File: config.mk
export PLATFORM = sky130hd
export DESIGN_NAME = nanorv32_ahb_arbiter
export DESIGN_NICKNAME = d
export VERILOG_FILES = /design/src/rtl/nanorv32_ahb_arbiter.sv
export SDC_FILE = /design/constraint.sdc
export NUM_CORES = 1
export LEC_CHECK = 0
export ABC_CLOCK_PERIOD_IN_PS = 9100
export CORE_AREA = 2 2 122 124
export DETAILED_ROUTE_END_ITERATION = 6
export DIE_AREA = 0 0 124 126
export HOLD_SLACK_MARGIN = 0.06
export PLACE_DENSITY = 0.82
export SLEW_MARGIN = 10
export SYNTH_ARGS = -nofsm -noshare
export SYNTH_HDL_FRONTEND = slang
export SYNTH_SLANG_ARGS = --single-unit
File: constraint.sdc
create_clock -name clk -period 9.1 [get_ports clk]
set_clock_uncertainty 0.2 [all_clocks]
set_input_delay 2.275 -clock clk [delete_from_list [all_inputs] [get_ports clk]]
set_output_delay 2.275 -clock clk [all_outputs]
set_load 0.1 [all_outputs]
File: src/rtl/nanorv32_ahb_arbiter.sv
// Two-master to one-slave AHB-lite arbiter: data bus (M0) has priority,
// fetch bus (M1) is protected from starvation; losers are buffered and replayed.
module nanorv32_ahb_arbiter #(
    parameter int ADDR_W   = 32,
    parameter int DATA_W   = 32,
    parameter int MAX_WAIT = 4
) (
    input  logic              clk,
    input  logic              rst,
    input  logic [ADDR_W-1:0] m0_haddr,
    input  logic [1:0]        m0_htrans,
    input  logic              m0_hwrite,
    input  logic [2:0]        m0_hsize,
    input  logic [DATA_W-1:0] m0_hwdata,
    output logic [DATA_W-1:0] m0_hrdata,
    output logic              m0_hready,
    output logic              m0_hresp,
    input  logic [ADDR_W-1:0] m1_haddr,
    input  logic [1:0]        m1_htrans,
    input  logic              m1_hwrite,
    input  logic [2:0]        m1_hsize,
    input  logic [DATA_W-1:0] m1_hwdata,
    output logic [DATA_W-1:0] m1_hrdata,
    output logic              m1_hready,
    output logic              m1_hresp,
    output logic [ADDR_W-1:0] s_haddr,
    output logic [1:0]        s_htrans,
    output logic              s_hwrite,
    output logic [2:0]        s_hsize,
    output logic [DATA_W-1:0] s_hwdata,
    input  logic [DATA_W-1:0] s_hrdata,
    input  logic              s_hready,
    input  logic              s_hresp
);

    typedef enum logic [1:0] {
        SEL_NONE = 2'd0,
        SEL_M0   = 2'd1,
        SEL_M1   = 2'd2
    } sel_e;

    typedef struct packed {
        logic              v;
        logic [ADDR_W-1:0] addr;
        logic              write;
        logic [2:0]        size;
        logic [1:0]        trans;
    } aph_t;

    localparam logic [3:0] WMAX = 4'(MAX_WAIT);

    aph_t       pend0, pend1;
    aph_t       live0_ph, live1_ph;
    aph_t       src0, src1, cur;
    sel_e       aph_sel_r, dp_owner, sel;
    logic       lock_r;
    logic [3:0] wait_cnt;
    logic       live0, live1, req0, req1;

    always_comb begin
        m0_hready = pend0.v ? 1'b0 : ((dp_owner == SEL_M0) ? s_hready : 1'b1);
        m1_hready = pend1.v ? 1'b0 : ((dp_owner == SEL_M1) ? s_hready : 1'b1);
        live0 = m0_htrans[1] & m0_hready;
        live1 = m1_htrans[1] & m1_hready;
        req0  = pend0.v | live0;
        req1  = pend1.v | live1;
    end

    assign live0_ph = '{v: 1'b1, addr: m0_haddr, write: m0_hwrite,
                        size: m0_hsize, trans: m0_htrans};
    assign live1_ph = '{v: 1'b1, addr: m1_haddr, write: m1_hwrite,
                        size: m1_hsize, trans: m1_htrans};
    assign src0 = pend0.v ? pend0 : live0_ph;
    assign src1 = pend1.v ? pend1 : live1_ph;

    // While the slave stalls, the owner of the presented address phase is held.
    always_comb begin
        sel = SEL_NONE;
        if (lock_r && aph_sel_r != SEL_NONE)
            sel = aph_sel_r;
        else if (wait_cnt == WMAX && req1)
            sel = SEL_M1;
        else if (req0)
            sel = SEL_M0;
        else if (req1)
            sel = SEL_M1;
    end

    always_comb begin
        cur = '0;
        unique case (sel)
            SEL_M0:  cur = src0;
            SEL_M1:  cur = src1;
            default: cur = '0;
        endcase
        s_haddr  = cur.addr;
        s_htrans = cur.trans;
        s_hwrite = cur.write;
        s_hsize  = cur.size;
    end

    always_comb begin
        s_hwdata = '0;
        unique case (dp_owner)
            SEL_M0:  s_hwdata = m0_hwdata;
            SEL_M1:  s_hwdata = m1_hwdata;
            default: s_hwdata = '0;
        endcase
    end

    assign m0_hresp  = (dp_owner == SEL_M0) ? s_hresp : 1'b0;
    assign m1_hresp  = (dp_owner == SEL_M1) ? s_hresp : 1'b0;
    assign m0_hrdata = s_hrdata;
    assign m1_hrdata = s_hrdata;

    always_ff @(posedge clk) begin
        if (rst) begin
            pend0     <= '0;
            pend1     <= '0;
            aph_sel_r <= SEL_NONE;
            dp_owner  <= SEL_NONE;
            lock_r    <= 1'b0;
            wait_cnt  <= '0;
        end else begin
            lock_r    <= ~s_hready;
            aph_sel_r <= sel;
            if (s_hready) begin
                dp_owner <= sel;
                if (sel == SEL_M0)
                    pend0.v <= 1'b0;
                if (sel == SEL_M1)
                    pend1.v <= 1'b0;
                if (sel == SEL_M1)
                    wait_cnt <= '0;
                else if (sel == SEL_M0 && req1 && wait_cnt != WMAX)
                    wait_cnt <= wait_cnt + 4'd1;
            end
            // A live request can only exist while its pending slot is empty.
            if (live0 && !(s_hready && sel == SEL_M0))
                pend0 <= live0_ph;
            if (live1 && !(s_hready && sel == SEL_M1))
                pend1 <= live1_ph;
        end
    end

endmodule

# --- Yosys cells after proc, flatten, opt, wreduce, memory -nomap -nowiden ---
# Index checks and enable logic that the tools add are counted.
word_totals:
  elab_cells: 67
  ff_bits: 87
  input_bits: 176
op_classes:
  n_eq_ne: 6
  n_addsub: 1
  n_reduce_logical: 19
  bitwise_logic: 5
  n_mux: 22
ops:
  columns: ["op", "count"]
  rows:
  - ["39-bit two-way mux", 2]
  - ["38-bit two-way mux", 2]
  - ["38-bit one-hot mux with 2 select lines", 1]
  - ["32-bit one-hot mux with 2 select lines", 1]
  - ["2-bit nonzero test", 6]
  - ["1-bit two-way mux", 10]
  - ["1-bit logical AND", 8]
  - ["2-bit two-way mux", 4]
  - ["4-bit two-way mux", 2]
  - ["2-bit AND reduction", 3]
  - ["4-bit by 1-bit adder with 4-bit output (second input constant)", 1]
  - ["2-bit by 1-bit == test with 1-bit output (second input constant)", 2]
  - ["2-bit == test (second input constant)", 2]
  - ["4-bit by 3-bit == test with 1-bit output (second input constant)", 1]
  - ["4-bit by 3-bit inequality test with 1-bit output (second input constant)", 1]
  - ["1-bit AND", 2]
  - ["1-bit zero test", 2]
  - ["1-bit OR", 2]
  - ["1-bit NOT", 1]

# --- Depth between registers and ports, before layout ---
# Gate-level depths: netlist of the first run.
logic_depth:
  depth_word: 15
  ltp_mapped: 16
  ltp_nobuf: 12

# --- Worst setup path before layout of the first run ---
# Ideal clock, no wire load.
synth_path:
  path_type: "input -> output"
  startpoint: "input port s_hready"
  endpoint: "output port s_haddr[13]"
  arrival_ps: 5312
  t_required_ps: 6625
  setup_slack_ps: 1313
  cell_stages: 11
  n_path_buf: 3
  path_cell_list: "buf_6 nand2b_4 a21o_4 a221oi_2 a21oi_2 inv_1 ha_1 clkbuf_1 buf_1 a22oi_1 nor2_1"
synth_between:
  elab_cells_between_ends: 16
  cone_classes: "eq/ne (2); mux (9); bitwise (4); reduce/logical (1)"
synth_rtl:
  columns: ["element", "line_no", "rtl"]
  rows:
  - ["start: declaration", "32", "input logic s_hready,"]
  - ["1-bit two-way mux (on tied branches) (2 in series)", "61, 62", null]
  - ["1-bit AND (on tied branches)", "63, 64", null]
  - ["1-bit OR (on tied branches)", "65, 66", null]
  - ["2-bit two-way mux or 1-bit logical AND (tied branches)", "83, 81", null]
  - ["2-bit two-way mux *", "81", "else if (wait_cnt == WMAX && req1)"]
  - ["2-bit two-way mux *", "79", "if (lock_r && aph_sel_r != SEL_NONE)"]
  - ["via sel[0]", "55", "sel_e aph_sel_r, dp_owner, sel;"]
  - ["2-bit == test or 2-bit by 1-bit == test with 1-bit output (tied branches)", "91", "unique case (sel)"]
  - ["38-bit one-hot mux with 2 select lines *", "91", null]
  - ["end: declaration", "26", "output logic [ADDR_W-1:0] s_haddr,"]
# Mark *: on every way through the listed nets, which the timed path passes. The rest lies on a longest branch.

# --- Worst setup path after layout of the first run ---
layout_path:
  startpoint: "input port s_hready"
  endpoint: "output port s_haddr[13]"
layout_between:
  elab_chain_cells: 10
  elab_cells_between_ends: 16
  cone_classes: "eq/ne (2); mux (9); bitwise (4); reduce/logical (1)"
layout_lines:
  columns: ["element", "line_no", "rtl"]
  rows:
  - ["1-bit two-way mux (2 in series)", "62", "m1_hready = pend1.v ? 1'b0 : ((dp_owner == SEL_M1) ? s_hready : 1'b1);"]
  - ["1-bit AND", "64", "live1 = m1_htrans[1] & m1_hready;"]
  - ["1-bit OR", "66", "req1 = pend1.v | live1;"]
  - ["2-bit two-way mux", "85", "else if (req1)"]
  - ["2-bit two-way mux", "83", "else if (req0)"]
  - ["2-bit two-way mux *", "81", null]
  - ["2-bit two-way mux *", "79", null]
  - ["2-bit == test or 2-bit by 1-bit == test with 1-bit output (tied branches)", "91", null]
  - ["38-bit one-hot mux with 2 select lines *", "91", null]
# Mark *: on every way between the ends. The rest lies on a longest branch, timed or not.

==> results.json, run 1 <==
{
  "hp-start": "pend0[1]",
  "area_delta_synth_final_pct": 33.12,
  "antenna_found_initial": 0,
  "n_fill_cell": 1366,
  "drt-pass1-iter-count": 4,
  "dpl.cell_count": 920,
  "synthesis.area_mm2": 0.005594,
  "die_area_mm2": 0.01562,
  "gp_congestion": 0.7797,
  "diodes": 0,
  "rsz0062_at_grt": "false",
  "cap_violations": 0,
  "setup.worst_path.start": "s_hready",
  "yosysSeqAreaShare_pct": 31.13,
  "cts_root_buffer": "clkbuf_16",
  "crit_family": "buffers and inverters",
  "detail_route.wl_per_cell_um": 16.46,
  "slew_headroom_pct": 29.54,
  "holdCritPathClass": "flip-flop to flip-flop",
  "boundaryPins": 314,
  "cts_buffers": 9,
  "antenna_left": 0,
  "vias": 4749,
  "hold_buffers": 0,
  "cts_resized": 0,
  "grt_pass1_wl_mm": 23.45,
  "cts_sinks": 87,
  "finalMaxSlewViolations": 0,
  "synth_edf_count": 0,
  "grt_use_total_pct": 18.99,
  "via_per_inst": 5.079,
  "placed_cell_area_mm2": 0.007182,
  "tritoncts": "built",
  "post_synth_inst_count": 629,
  "setup_viol": 0,
  "finalWirelength_mm": 15.39,
  "io_buffers": 217,
  "cp_max_fo": 41,
  "period_share_pct": 86.13,
  "clk_path_buf_depth": 2,
  "dr_wl_met3_mm": 1.509,
  "cp_cell_sequence": "clkdlybuf4s50_1 > nand2b_1 > a21oi_1 > a221oi_2 > a21oi_2 > ha_2 > a22oi_1 > nor2_1 > buf_4",
  "ys_async_sr_fraction_pct": 0,
  "design_area_mm2": 0.007447,
  "fin_setup_tns_ns": 0,
  "hpwl_mm": 10.60,
  "fin_cells": 935,
  "syn_avg_cell_area_um2": 8.894,
  "cpPeakStageDelay_ns": 0.88,
  "drive_above_1_share_pct": 19.97,
  "overflow": 0,
  "cp-start-kind": "primary input",
  "crit_buf_inv": 2,
  "cp-end-kind": "output pin",
  "clk_pin_slew_worst_paths_ns": 0.06,
  "drt-initial-drc-count": 273,
  "crit_path_top_delay_cell": "ha_2",
  "p_leak_nw": 2.917,
  "dr.max_layer_used": "met4",
  "critical_path_class": "primary input to output pin",
  "ys_warn_count": 0,
  "irDropWorstVdd_mv": 0.1441,
  "grt_pass1_vias": 4542,
  "core_area_mm2": 0.01431,
  "synth_nets": 811,
  "power_density_mw_per_mm2": 184.2,
  "crit_required_ns": 6.63,
  "max_freq_mhz": 127.6,
  "rows": 44,
  "initial_core_util_pct": 39.08,
  "die_h_um": 126,
  "final_core_utilization_pct": 52.03,
  "finalHoldViolations": 0,
  "fin_crit_ns": 7.838,
  "fin_hold_ws_ns": 0.2682,
  "grt_max_degree": 87,
  "met2_length_mm": 7.087,
  "final_nets": 929,
  "yosys_register_bits": 87,
  "synth_ff_type": "dfxtp_1",
  "drc_errors": 0,
  "insertion_delay_ns": 0.34,
  "post-cts-setup-buffers": 0,
  "wl_met1_mm": 6.560,
  "regToRegStartpoint": "pend0[38]",
  "worst_pin_slew_ns": 1.054,
  "synth_cell_types": 37,
  "status": "finished clean",
  "crit_arrival_ns": 5.36,
  "die_w_um": 124,
  "cts_max_level": 3
}
[worst register-to-register path, stage by stage, from the launching register on]
cell,delay [ns]
dfxtp_2,1.02
a21oi_1,0.21
o211a_1,0.29
a21oi_2,0.17
inv_1,0.07
ha_2,0.48
nand2_1,0.21
and3_2,0.57
buf_4,0.49
mux2i_1,0.24
nor2_1,0.05
[report_power, final]
part           leakage (nW)  internal (W)  switching (W)
Sequential            0.715      0.000410      0.0000271
Combinational          2.07      0.000201       0.000394
Clock                 0.133      0.000191       0.000149
[final cells by class]
type | instances | area, µm² | share of cell area, %
multi-input combinational | 420 | 3072 | 41.25
timing repair buffer | 222 | 2110 | 28.33
sequential | 87 | 1744 | 23.42
clock buffer | 12 | 246.5 | 3.310
tap | 184 | 230.2 | 3.091
inverter | 7 | 26.28 | 0.3528
clock inverter | 3 | 18.77 | 0.2520
[state kept, by name, summed over array words and instances (netlist names)]
signal	count
pend0	39
pend1	39
wait_cnt	4
aph_sel_r	2
dp_owner	2
lock_r	1
[cells by family after synthesis]
group | count (synthesis) | synth area share, %
simple gates | 177 | 12.73
mux | 150 | 28.54
buf+inv | 122 | 14.09
compound gates | 87 | 12.17
flops | 87 | 31.13
fa+ha+maj | 6 | 1.342
[synth_stat cells, types with 4 or more instances]
cell	count	area, µm²
mux2i_1	74	740.7
mux2_2	76	855.8
dfxtp_1	87	1742
a22oi_1	70	525.5
buf_2	9	45.04
a21oi_2	4	35.03
nand2_1	6	22.52
buf_8	4	60.06
clkbuf_1	29	108.9
buf_4	67	503.0
inv_1	6	22.52
nor2_1	155	581.8
ha_1	6	75.07
[cell usage in the layout, fill, tap and decap left out, drive strengths merged, types with 4 or more instances in the layout]
cell / instances
clkdlybuf4s50: 178
nor2: 155
dfxtp: 87
mux2: 76
mux2i: 74
a22oi: 70
buf: 44
clkbuf: 12
inv: 8
a21oi: 7
nand2: 6
ha: 6
nand2b: 4
[path summary, 6_finish.rpt]
| kind | endpoint | slack (ns) | cells past startpoint |
|---|---|---|---|
| setup reg to reg | pend1[8] | 4.94 | 10 |
| hold reg to reg | pend0[1] | 0.27 | 2 |
| setup / recovery | s_haddr[13] | 1.26 | 9 |
| hold / removal | pend0[1] | 0.27 | 2 |
[metal layers]
layer / track usage (%) / up-vias
met4: 5.354 / 0
met5: 0 / -
met3: 7.880 / 25
li1: - / 2355
met1: 23.91 / 2202
met2: 29.77 / 167
[metrics by stage]
stage	total power [W]	setup slack, ns
detailed placement	0.001043	1.304
floorplan	0.001016	1.313
finish	0.001372	1.262
global route	0.001432	1.111
CTS	0.001387	1.287
global placement	0.001037	1.356
(Power assumes the default switching activity.)
==> run 2: changes to the inputs <==
--- a/config.mk
+++ b/config.mk
@@ -7,6 +7,7 @@
 export LEC_CHECK = 0
 export ABC_CLOCK_PERIOD_IN_PS = 9100
 export CORE_AREA = 2 2 122 124
+export CTS_CLUSTER_DIAMETER = 60
 export DETAILED_ROUTE_END_ITERATION = 6
 export DIE_AREA = 0 0 124 126
 export HOLD_SLACK_MARGIN = 0.06
==> results of run 2 <==
The final DEF is identical to that of run 1; final timing and power are the same.
